[src/rtl/minmax_job_scheduler.sv]
`default_nettype none
// +----------------------------------------------------------------------------+
// | minmax_job_scheduler                                                       |
// | Arbitrates two requesters onto one min/max engine. Each job streams its     |
// | samples interval by interval and writes one {max,min} result per interval. |
// | Optional build macro: MINMAX_SCHED_TIMEOUT_EN (abort a silent engine wait) |
// | Revision: 1.0                                                              |
// +----------------------------------------------------------------------------+
module minmax_job_scheduler #(
  parameter int ADDR_W = 16,
  parameter int DATA_W = 32,
  parameter int LEN_W  = 16
) (
  input  logic                  clk,
  input  logic                  reset,
  input  logic [1:0]            req_valid,
  output logic [1:0]            req_ready,
  input  logic [2*ADDR_W-1:0]   req_base,
  input  logic [2*LEN_W-1:0]    req_count,
  input  logic [2*LEN_W-1:0]    req_interval,
  input  logic [2*ADDR_W-1:0]   req_res_base,
  output logic                  mem_rd_en,
  output logic [ADDR_W-1:0]     mem_rd_addr,
  input  logic [DATA_W-1:0]     mem_rd_data,
  output logic                  eng_start,
  output logic                  eng_sample_valid,
  output logic [DATA_W-1:0]     eng_sample,
  output logic                  eng_last,
  input  logic                  eng_result_valid,
  input  logic [DATA_W-1:0]     eng_min,
  input  logic [DATA_W-1:0]     eng_max,
  output logic                  res_wr_en,
  output logic [ADDR_W-1:0]     res_wr_addr,
  output logic [2*DATA_W-1:0]   res_wr_data,
  output logic [1:0]            done,
  output logic [1:0]            err,
  output logic                  busy,
  output logic                  grant_id
);

  typedef enum logic [2:0] {
    IDLE      = 3'd0,
    ARB       = 3'd1,
    INT_START = 3'd2,
    FETCH     = 3'd3,
    WAIT_RES  = 3'd4,
    WRITE     = 3'd5,
    FINISH    = 3'd6
  } state_t;

  localparam logic [LEN_W:0]   POS_ONE = (LEN_W+1)'(1);
  localparam logic [LEN_W-1:0] K_ONE   = LEN_W'(1);

  state_t              state_q, state_d;
  logic                grant_q, last_q, grant_d;
  logic [ADDR_W-1:0]   base_q, rbase_q;
  logic [LEN_W-1:0]    count_q, itv_q, k_q;
  logic [LEN_W:0]      pos_q, end_q, end_d, end_sum;
  logic [DATA_W-1:0]   min_q, max_q;
  logic                smp_vld_q, smp_last_q;
  logic                bad_job, last_rd, more_left, tmo_hit;

  // Ties go to the requester that did not complete the previous job.
  assign grant_d   = (req_valid == 2'b11) ? ~last_q : req_valid[1];
  // One extra bit keeps pos+interval from overflowing before the clamp.
  assign end_sum   = pos_q + {1'b0, itv_q};
  assign end_d     = (end_sum > {1'b0, count_q}) ? {1'b0, count_q} : end_sum;
  assign bad_job   = (count_q == '0) || (itv_q == '0);
  assign last_rd   = (pos_q + POS_ONE) == end_q;
  assign more_left = end_q < {1'b0, count_q};

`ifdef MINMAX_SCHED_TIMEOUT_EN
  logic [7:0] tmo_q;

  always_ff @(posedge clk or posedge reset) begin
    if (reset) begin
      tmo_q <= '0;
    end else if (state_q == WAIT_RES) begin
      tmo_q <= tmo_q + 8'd1;
    end else begin
      tmo_q <= '0;
    end
  end

  assign tmo_hit = (tmo_q == 8'hFF);
`else
  assign tmo_hit = 1'b0;
`endif

  always_ff @(posedge clk or posedge reset) begin
    if (reset) begin
      state_q <= IDLE;
    end else begin
      state_q <= state_d;
    end
  end

  always_comb begin
    state_d   = state_q;
    req_ready = 2'b00;
    mem_rd_en = 1'b0;
    eng_start = 1'b0;
    res_wr_en = 1'b0;
    done      = 2'b00;
    err       = 2'b00;
    case (state_q)
      IDLE: begin
        if (|req_valid) state_d = ARB;
      end
      ARB: begin
        if (|req_valid) begin
          req_ready = grant_d ? 2'b10 : 2'b01;
          state_d   = INT_START;
        end else begin
          state_d = IDLE;
        end
      end
      INT_START: begin
        if (bad_job) begin
          err[grant_q] = 1'b1;
          state_d      = IDLE;
        end else begin
          eng_start = 1'b1;
          state_d   = FETCH;
        end
      end
      FETCH: begin
        mem_rd_en = 1'b1;
        if (last_rd) state_d = WAIT_RES;
      end
      WAIT_RES: begin
        if (eng_result_valid) begin
          state_d = WRITE;
        end else if (tmo_hit) begin
          err[grant_q] = 1'b1;
          state_d      = IDLE;
        end
      end
      WRITE: begin
        res_wr_en = 1'b1;
        state_d   = more_left ? INT_START : FINISH;
      end
      FINISH: begin
        done[grant_q] = 1'b1;
        state_d       = IDLE;
      end
      default: state_d = IDLE;
    endcase
  end

  always_ff @(posedge clk or posedge reset) begin
    if (reset) begin
      grant_q    <= 1'b0;
      last_q     <= 1'b1;
      base_q     <= '0;
      rbase_q    <= '0;
      count_q    <= '0;
      itv_q      <= '0;
      k_q        <= '0;
      pos_q      <= '0;
      end_q      <= '0;
      min_q      <= '0;
      max_q      <= '0;
      smp_vld_q  <= 1'b0;
      smp_last_q <= 1'b0;
    end else begin
      smp_vld_q  <= mem_rd_en;
      smp_last_q <= mem_rd_en & last_rd;
      case (state_q)
        ARB: begin
          if (|req_valid) begin
            grant_q <= grant_d;
            base_q  <= grant_d ? req_base[2*ADDR_W-1:ADDR_W]     : req_base[ADDR_W-1:0];
            rbase_q <= grant_d ? req_res_base[2*ADDR_W-1:ADDR_W] : req_res_base[ADDR_W-1:0];
            count_q <= grant_d ? req_count[2*LEN_W-1:LEN_W]      : req_count[LEN_W-1:0];
            itv_q   <= grant_d ? req_interval[2*LEN_W-1:LEN_W]   : req_interval[LEN_W-1:0];
            k_q     <= '0;
            pos_q   <= '0;
          end
        end
        INT_START: end_q <= end_d;
        FETCH:     pos_q <= pos_q + POS_ONE;
        WAIT_RES: begin
          if (eng_result_valid) begin
            min_q <= eng_min;
            max_q <= eng_max;
          end
        end
        WRITE:     k_q    <= k_q + K_ONE;
        FINISH:    last_q <= grant_q;
        default: ;
      endcase
    end
  end

  assign mem_rd_addr      = base_q + ADDR_W'(pos_q);
  assign eng_sample_valid = smp_vld_q;
  assign eng_sample       = smp_vld_q ? mem_rd_data : '0;
  assign eng_last         = smp_last_q;
  assign res_wr_addr      = rbase_q + ADDR_W'(k_q);
  assign res_wr_data      = {max_q, min_q};
  assign busy             = state_q inside {INT_START, FETCH, WAIT_RES, WRITE, FINISH};
  assign grant_id         = grant_q;

endmodule
`default_nettype wire

[config.mk]
export PLATFORM = sky130hd
export DESIGN_NAME = minmax_job_scheduler
export DESIGN_NICKNAME = d
export VERILOG_FILES = /design/src/rtl/minmax_job_scheduler.sv
export SDC_FILE = /design/constraint.sdc
export NUM_CORES = 1
export LEC_CHECK = 0
export BUFFER_PORTS_ARGS = -buffer_cell sky130_fd_sc_hd__buf_2
export CORE_ASPECT_RATIO = 0.8
export CORE_MARGIN = 2
export CORE_UTILIZATION = 40
export DETAILED_ROUTE_END_ITERATION = 10
export GPL_TIMING_DRIVEN = 0
export PLACE_DENSITY = 0.65
export REMOVE_ABC_BUFFERS = 1
export SLEW_MARGIN = 30
export SYNTH_ARGS = -nofsm -noshare
export SYNTH_HDL_FRONTEND = slang
export SYNTH_SLANG_ARGS = --single-unit
[constraint.sdc]
create_clock -name clk -period 14 [get_ports clk]
set_input_delay 2.1 -clock clk [delete_from_list [all_inputs] [get_ports clk]]
set_output_delay 2.1 -clock clk [all_outputs]
set_load 0.005 [all_outputs]
Word-level counts from Yosys, hierarchy flattened
Cells that the tools add are included.
{ "op_classes": {"add_sub_neg": 5, "n_lt_le_gt_ge": 4, "n_eq_ne": 12, "n_mux": 30, "bitwise_logic": 2, "n_reduce_logical": 14} }
{ "ops": {"columns": ["operator", "count"], "rows": [
  ["$mux 16", 5],
  ["$mux 17", 2],
  ["$pmux 17 s2", 1],
  ["$add 16x16->16", 2],
  ["$logic_not 16->1", 2],
  ["$mux 32", 1],
  ["$pmux 16 s2", 1],
  ["$pmux 3 s6", 1],
  ["$add 17x1->17 const B", 1],
  ["$add 17x16->17", 1],
  ["$eq 17x17->1", 1],
  ["$gt 17x16->1", 1],
  ["$lt 17x16->1", 1],
  ["$add 16x1->16 const B", 1],
  ["$mux 2", 8],
  ["$mux 3", 4],
  ["$eq 3x3->1 const B", 3],
  ["$ne 2x2->1 const B", 4],
  ["$reduce_and 2->1", 4],
  ["$eq 3x2->1 const B", 2],
  ["$mux 1", 6],
  ["$reduce_bool 5->1", 1],
  ["$reduce_bool 2->1", 2],
  ["$eq 3x1->1 const B", 1],
  ["other kinds (11)", 11]
]} }
{ "word_totals": {"ff_bits": 185, "in_bits": 229} }

Logic depth before layout (Yosys ltp)
{ "logic_depth": {"word_depth": 6, "depth_mapped": 18, "depth_no_buf": 17} }

Worst setup path before layout
No wires, ideal clock.
{ "synth_path": {"path_kind": "in2out", "startpoint": "input req_valid[1]", "endpoint": "output req_ready[0]", "arrival_time_ns": 2.834, "required_ns": 11.900, "setup_slack_ns": 9.066, "cell_stages": 4, "path_buffers": 1, "path_cell_list": "nor2_1 or2_2 clkbuf_1 nor2_1"} }
{ "synth_via": {"elab_chain_len": 5} }
{ "synth_lines": {"columns": ["item", "line_no", "rtl"], "rows": [
  ["from (decl)", "16", "input logic [1:0] req_valid,"],
  ["$eq 2x2->1", "64", "assign grant_d = (req_valid == 2'b11) ? ~last_q : req_valid[1];"],
  ["$mux 1", "64", null],
  ["$mux 2", "112", "req_ready = grant_d ? 2'b10 : 2'b01;"],
  ["$mux 2 (*)", "111", "if (|req_valid) begin"],
  ["$mux 2 (*)", "106", "case (state_q)"],
  ["to (decl)", "17", "output logic [1:0] req_ready,"]
]} }
Mark *: on every way between the ends. The rest lies on a longest branch, timed or not.

Final worst setup path
{ "layout_path": {"startpoint": "register pos_q[2]", "endpoint": "output mem_rd_addr[14]"} }
{ "layout_via": {"elab_chain_len": 1} }
{ "layout_lines": {"columns": ["item", "line_no", "rtl"], "rows": [
  ["from (decl)", "58", "logic [LEN_W:0] pos_q, end_q, end_d, end_sum;"],
  ["from (signal assigned)", "182", "FETCH: pos_q <= pos_q + POS_ONE;"],
  ["$add 16x16->16", "196", "assign mem_rd_addr = base_q + ADDR_W'(pos_q);"],
  ["to (decl)", "23", "output logic [ADDR_W-1:0] mem_rd_addr,"]
]} }
Every way passes these cells.

==> run_summary.xml <==
<?xml version="1.0" encoding="UTF-8"?>
<metrics>
  <group name="finish">
    <metric name="layout_common_cells" unit="">369 x sky130_fd_sc_hd__buf_2, 184 x sky130_fd_sc_hd__dfrtp_1, 136 x sky130_fd_sc_hd__nand2_1, 123 x sky130_fd_sc_hd__o21ai_0, 86 x sky130_fd_sc_hd__mux2i_1</metric>
    <metric name="fin_cells" unit="">1938</metric>
    <metric name="finish.instance_area" unit="um2">14600</metric>
    <metric name="drive_gt1_frac" unit="">0.322</metric>
    <metric name="fillerInstances" unit="">2643</metric>
    <metric name="layout.nets" unit="">1866</metric>
    <metric name="area_delta_synth_final" unit="%">26.0</metric>
    <metric name="mostFrequentLayoutCell" unit="">sky130_fd_sc_hd__buf_2</metric>
  </group>
  <group name="worst_setup_path">
    <metric name="worst-endpoint-required" unit="ns">11.90</metric>
    <metric name="path_buf_inv" unit="">1</metric>
    <metric name="critPathMaxFanout" unit="">13</metric>
    <metric name="worst-path-stages" unit="">10</metric>
    <metric name="slowest_stage" unit="">sky130_fd_sc_hd__dfrtp_1</metric>
    <metric name="critical_path.top_delay_family" unit="">compound AO/OA/AOI/OAI gates</metric>
    <metric name="worst_setup_path_startpoint" unit="">pos_q[2]</metric>
    <metric name="endpoint_kind" unit="">output pin</metric>
    <metric name="timing.reg2reg.worst_path_depth" unit="">17</metric>
    <metric name="crit_path_cell_trace" unit="">ha_1 -&gt; nor2b_1 -&gt; o21ai_0 -&gt; a21boi_0 -&gt; o41ai_1 -&gt; o2111ai_1 -&gt; a31o_2 -&gt; a21oi_1 -&gt; xnor2_1 -&gt; buf_2</metric>
    <metric name="reg2reg_setup_slack" unit="ns">8.63</metric>
    <metric name="r2r-end" unit="">end_q[8]</metric>
    <metric name="reg_to_reg_startpoint" unit="">pos_q[0]</metric>
    <metric name="critical_path.endpoint" unit="">mem_rd_addr[14]</metric>
    <metric name="cp_data_arrival_time" unit="ns">3.61</metric>
    <metric name="timing.critical_path.slowest_cell_delay" unit="ns">0.64</metric>
    <metric name="timing_worst_setup_path_type" unit="">reg2out</metric>
    <metric name="worst_setup_path_start_kind" unit="">flip-flop</metric>
  </group>
  <group name="global_route">
    <metric name="grt_pass1_wl" unit="mm">51.3</metric>
    <metric name="pin_count_of_the_biggest_net_entering_global_routing" unit="">86</metric>
    <metric name="total_track_usage" unit="">0.212</metric>
    <metric name="overflow" unit="">0</metric>
    <metric name="first_global_vias" unit="">9807</metric>
    <metric name="initial_antenna_violation_count" unit="">1</metric>
  </group>
  <group name="floorplan">
    <metric name="rows" unit="">55</metric>
    <metric name="die_area" unit="um2">30400</metric>
    <metric name="core_footprint" unit="um2">28400</metric>
    <metric name="die-width" unit="um">194</metric>
    <metric name="ios" unit="">370</metric>
    <metric name="start_util" unit="">0.408</metric>
    <metric name="die-height" unit="um">156</metric>
  </group>
  <group name="clock_network">
    <metric name="cts_sinks" unit="">185</metric>
    <metric name="ctsResizeCount" unit="">0</metric>
    <metric name="clock_tree.htree_level_count" unit="">4</metric>
    <metric name="number_of_buffers_inserted_for_hold_repair_after_clock_tree_synthesis" unit="">0</metric>
    <metric name="cts_made_buffers" unit="">17</metric>
    <metric name="clock_tree.root_cell" unit="">sky130_fd_sc_hd__clkbuf_16</metric>
    <metric name="max-clock-path-buffers" unit="">2</metric>
    <metric name="worstSkewPairLatency" unit="ns">0.45</metric>
    <metric name="cts_setup_buffers" unit="">0</metric>
    <metric name="cts_tree" unit="">built</metric>
    <metric name="clkSlewWorstSetupHoldPaths" unit="ns">0.08</metric>
  </group>
  <group name="sta">
    <metric name="timing.max_slew.rel_slack" unit="">0.378</metric>
    <metric name="setup_slack" unit="ns">8.29</metric>
    <metric name="fin_crit_sh" unit="">0.408</metric>
    <metric name="final.setup_skew" unit="ns">0.0129</metric>
    <metric name="timing_max_transition_violations_final" unit="">0</metric>
    <metric name="fmaxAchievable" unit="MHz">175</metric>
    <metric name="final.min_clock_period" unit="ns">5.71</metric>
    <metric name="timing_worst_slew_pin_value" unit="ns">0.929</metric>
    <metric name="setup_viol" unit="">0</metric>
    <metric name="rsz0062_at_grt" unit="">false</metric>
    <metric name="hold_viol_final" unit="">0</metric>
  </group>
  <group name="route">
    <metric name="route.antenna.remaining_nets" unit="">0</metric>
    <metric name="via_count" unit="">10100</metric>
    <metric name="drt_wl_total" unit="mm">32.3</metric>
    <metric name="drt-pass1-iter-count" unit="">10</metric>
    <metric name="wire_per_inst" unit="um">16.7</metric>
    <metric name="drc" unit="">28</metric>
    <metric name="drt_first_iter_violations" unit="">565</metric>
    <metric name="drt-vias-per-instance" unit="">5.21</metric>
  </group>
  <group name="synthesis">
    <metric name="number_of_enable_flip_flop_cells_after_synthesis" unit="">0</metric>
    <metric name="ys.warnings.count" unit="">0</metric>
    <metric name="synth_area_per_cell" unit="um2">9.65</metric>
    <metric name="synth-seq-area-share" unit="">0.399</metric>
    <metric name="synth_flop_cell" unit="">sky130_fd_sc_hd__dfrtp_1</metric>
    <metric name="syn_area" unit="um2">11600</metric>
    <metric name="synth_async_sr_flop_share" unit="">1.00</metric>
    <metric name="netlist_instances" unit="">1202</metric>
    <metric name="synth.area.top_cells" unit="">sky130_fd_sc_hd__dfrtp_1 40%, sky130_fd_sc_hd__ha_1 8.6%, sky130_fd_sc_hd__mux2i_1 7.4%</metric>
    <metric name="yosys_register_bits" unit="">185</metric>
    <metric name="distinct_cell_type_count_after_synthesis" unit="">72</metric>
    <metric name="yosys.area.top_type_share" unit="">0.397</metric>
    <metric name="synth_area_leader_cell" unit="">sky130_fd_sc_hd__dfrtp_1</metric>
  </group>
  <group name="placement">
    <metric name="place_area" unit="um2">14000</metric>
    <metric name="preCtsSetupSlack" unit="ns">8.36</metric>
    <metric name="place.detailed.instances" unit="">1905</metric>
    <metric name="io_buffer_count" unit="">369</metric>
    <metric name="place.gp.congestion" unit="">0.854</metric>
    <metric name="detailedPlacementHpwl" unit="mm">25.7</metric>
  </group>
  <group name="worst_hold_path">
    <metric name="timing.hold.worst.class" unit="">reg2reg</metric>
    <metric name="worst_hold_path.num_cells" unit="">2</metric>
    <metric name="timing.hold.worst.start" unit="">base_q[0]</metric>
  </group>
  <group name="power_and_ir_drop">
    <metric name="total_leakage_power" unit="nW">7.83</metric>
    <metric name="max-vdd-ir-drop" unit="V">0.0000989</metric>
    <metric name="power.density" unit="nW/um2">170</metric>
  </group>
  <group name="job">
    <metric name="maxCapViolCount" unit="">0</metric>
  </group>
  <group name="outcome">
    <metric name="failed_checks" unit="">design-rule violations</metric>
    <metric name="run_status" unit="">finished, violations left</metric>
  </group>
</metrics>
==> sequential cells by signal, summed over array words and instances, names as in the netlist, 17 cells and up <==
register	cells
max_q	32
pos_q	17
min_q	32
end_q	17
==> final cells by class <==
type	count	area, um2	share of cell area
clock buffers	17	425	0.0291
inverters	45	176	0.0121
clock inverters	15	216	0.0148
repair buffers	383	2080	0.142
multi-input cells	922	6630	0.453
flip-flops and latches	185	4630	0.317
well taps	370	463	0.0317
diodes	1	2.50	0.000171
==> worst register-to-register path: cells and delay by family (launching register included) <==
kind	cells	cell delay [ns]
adders and majority gates	3	0.97
DFF	1	0.50
and+or+nand+nor	2	0.70
AOI/OAI and AO/OA	10	2.44
muxes	1	0.45
xor gates and xnor gates	1	0.18
==> through the flow <==
step	utilization	TNS, ns	power (mW)	hold slack [ns]
finish	0.514	0	2.49	0.490
global route	0.514	0	2.71	0.511
CTS	0.514	0	2.51	0.496
detailed placement	0.492	0	1.97	0.477
global placement	0.482	-0.723	1.93	0.471
floorplan	-	0	1.57	0.456
==> metal layers <==
metal  track usage  part of all wire
met5             0                 0
met4        0.0557             0.016
met3        0.0403             0.060
met2         0.337              0.45
met1         0.298              0.47
==> report_power, final <==
part | switching (mW) | internal, mW
combinational | 0.626 | 0.514
clock | 0.253 | 0.279
sequential | 0.151 | 0.665
==> cells by family after synthesis <==
kind of cell | synth area share
flip-flops | 0.399
XOR/XNOR | 0.0434
buffers and inverters | 0.0326
AND/OR/NAND/NOR | 0.156
adder cells (fa/ha/maj) | 0.0914
multiplexers | 0.137
AO/OA/AOI/OAI | 0.140
==> cells in the mapped netlist (3+ instances only) <==
library cell	n
sky130_fd_sc_hd__nor3b_1	3
sky130_fd_sc_hd__ha_1	80
sky130_fd_sc_hd__a31oi_1	14
sky130_fd_sc_hd__nor3_1	19
sky130_fd_sc_hd__nand3_1	25
sky130_fd_sc_hd__nand4_1	12
sky130_fd_sc_hd__o41ai_1	3
sky130_fd_sc_hd__nor2_1	70
sky130_fd_sc_hd__dfrtp_1	184
sky130_fd_sc_hd__nand3b_1	5
sky130_fd_sc_hd__a31o_2	3
sky130_fd_sc_hd__nor4_1	10
sky130_fd_sc_hd__xor2_1	17
sky130_fd_sc_hd__mux2i_1	86
sky130_fd_sc_hd__and3_1	14
sky130_fd_sc_hd__nor2b_1	6
sky130_fd_sc_hd__nor4_2	3
sky130_fd_sc_hd__xnor2_1	38
sky130_fd_sc_hd__mux2_2	65
sky130_fd_sc_hd__nand2_1	137
sky130_fd_sc_hd__clkbuf_1	45
sky130_fd_sc_hd__o221ai_1	4
sky130_fd_sc_hd__o21a_1	11
sky130_fd_sc_hd__a222oi_1	4
sky130_fd_sc_hd__o31ai_1	6
sky130_fd_sc_hd__a211o_1	4
sky130_fd_sc_hd__a21oi_1	36
sky130_fd_sc_hd__a21o_1	17
sky130_fd_sc_hd__o21ai_0	123
sky130_fd_sc_hd__or2_2	4
sky130_fd_sc_hd__o21ai_1	3
sky130_fd_sc_hd__fa_1	3
sky130_fd_sc_hd__o211ai_1	8
sky130_fd_sc_hd__and2_1	37
sky130_fd_sc_hd__a21boi_0	4
sky130_fd_sc_hd__nand2b_1	11
sky130_fd_sc_hd__inv_1	45
==> how the worst min path moves through the flow <==
stage                              to  slack [ns]
after floorplan             base_q[0]        0.46
after global placement      base_q[6]        0.47
after detailed placement    base_q[0]        0.48
after CTS                   base_q[0]        0.50
after global routing      rbase_q[13]        0.51
final                       base_q[0]        0.49
Note: power is estimated with default switching activity, not from simulation.
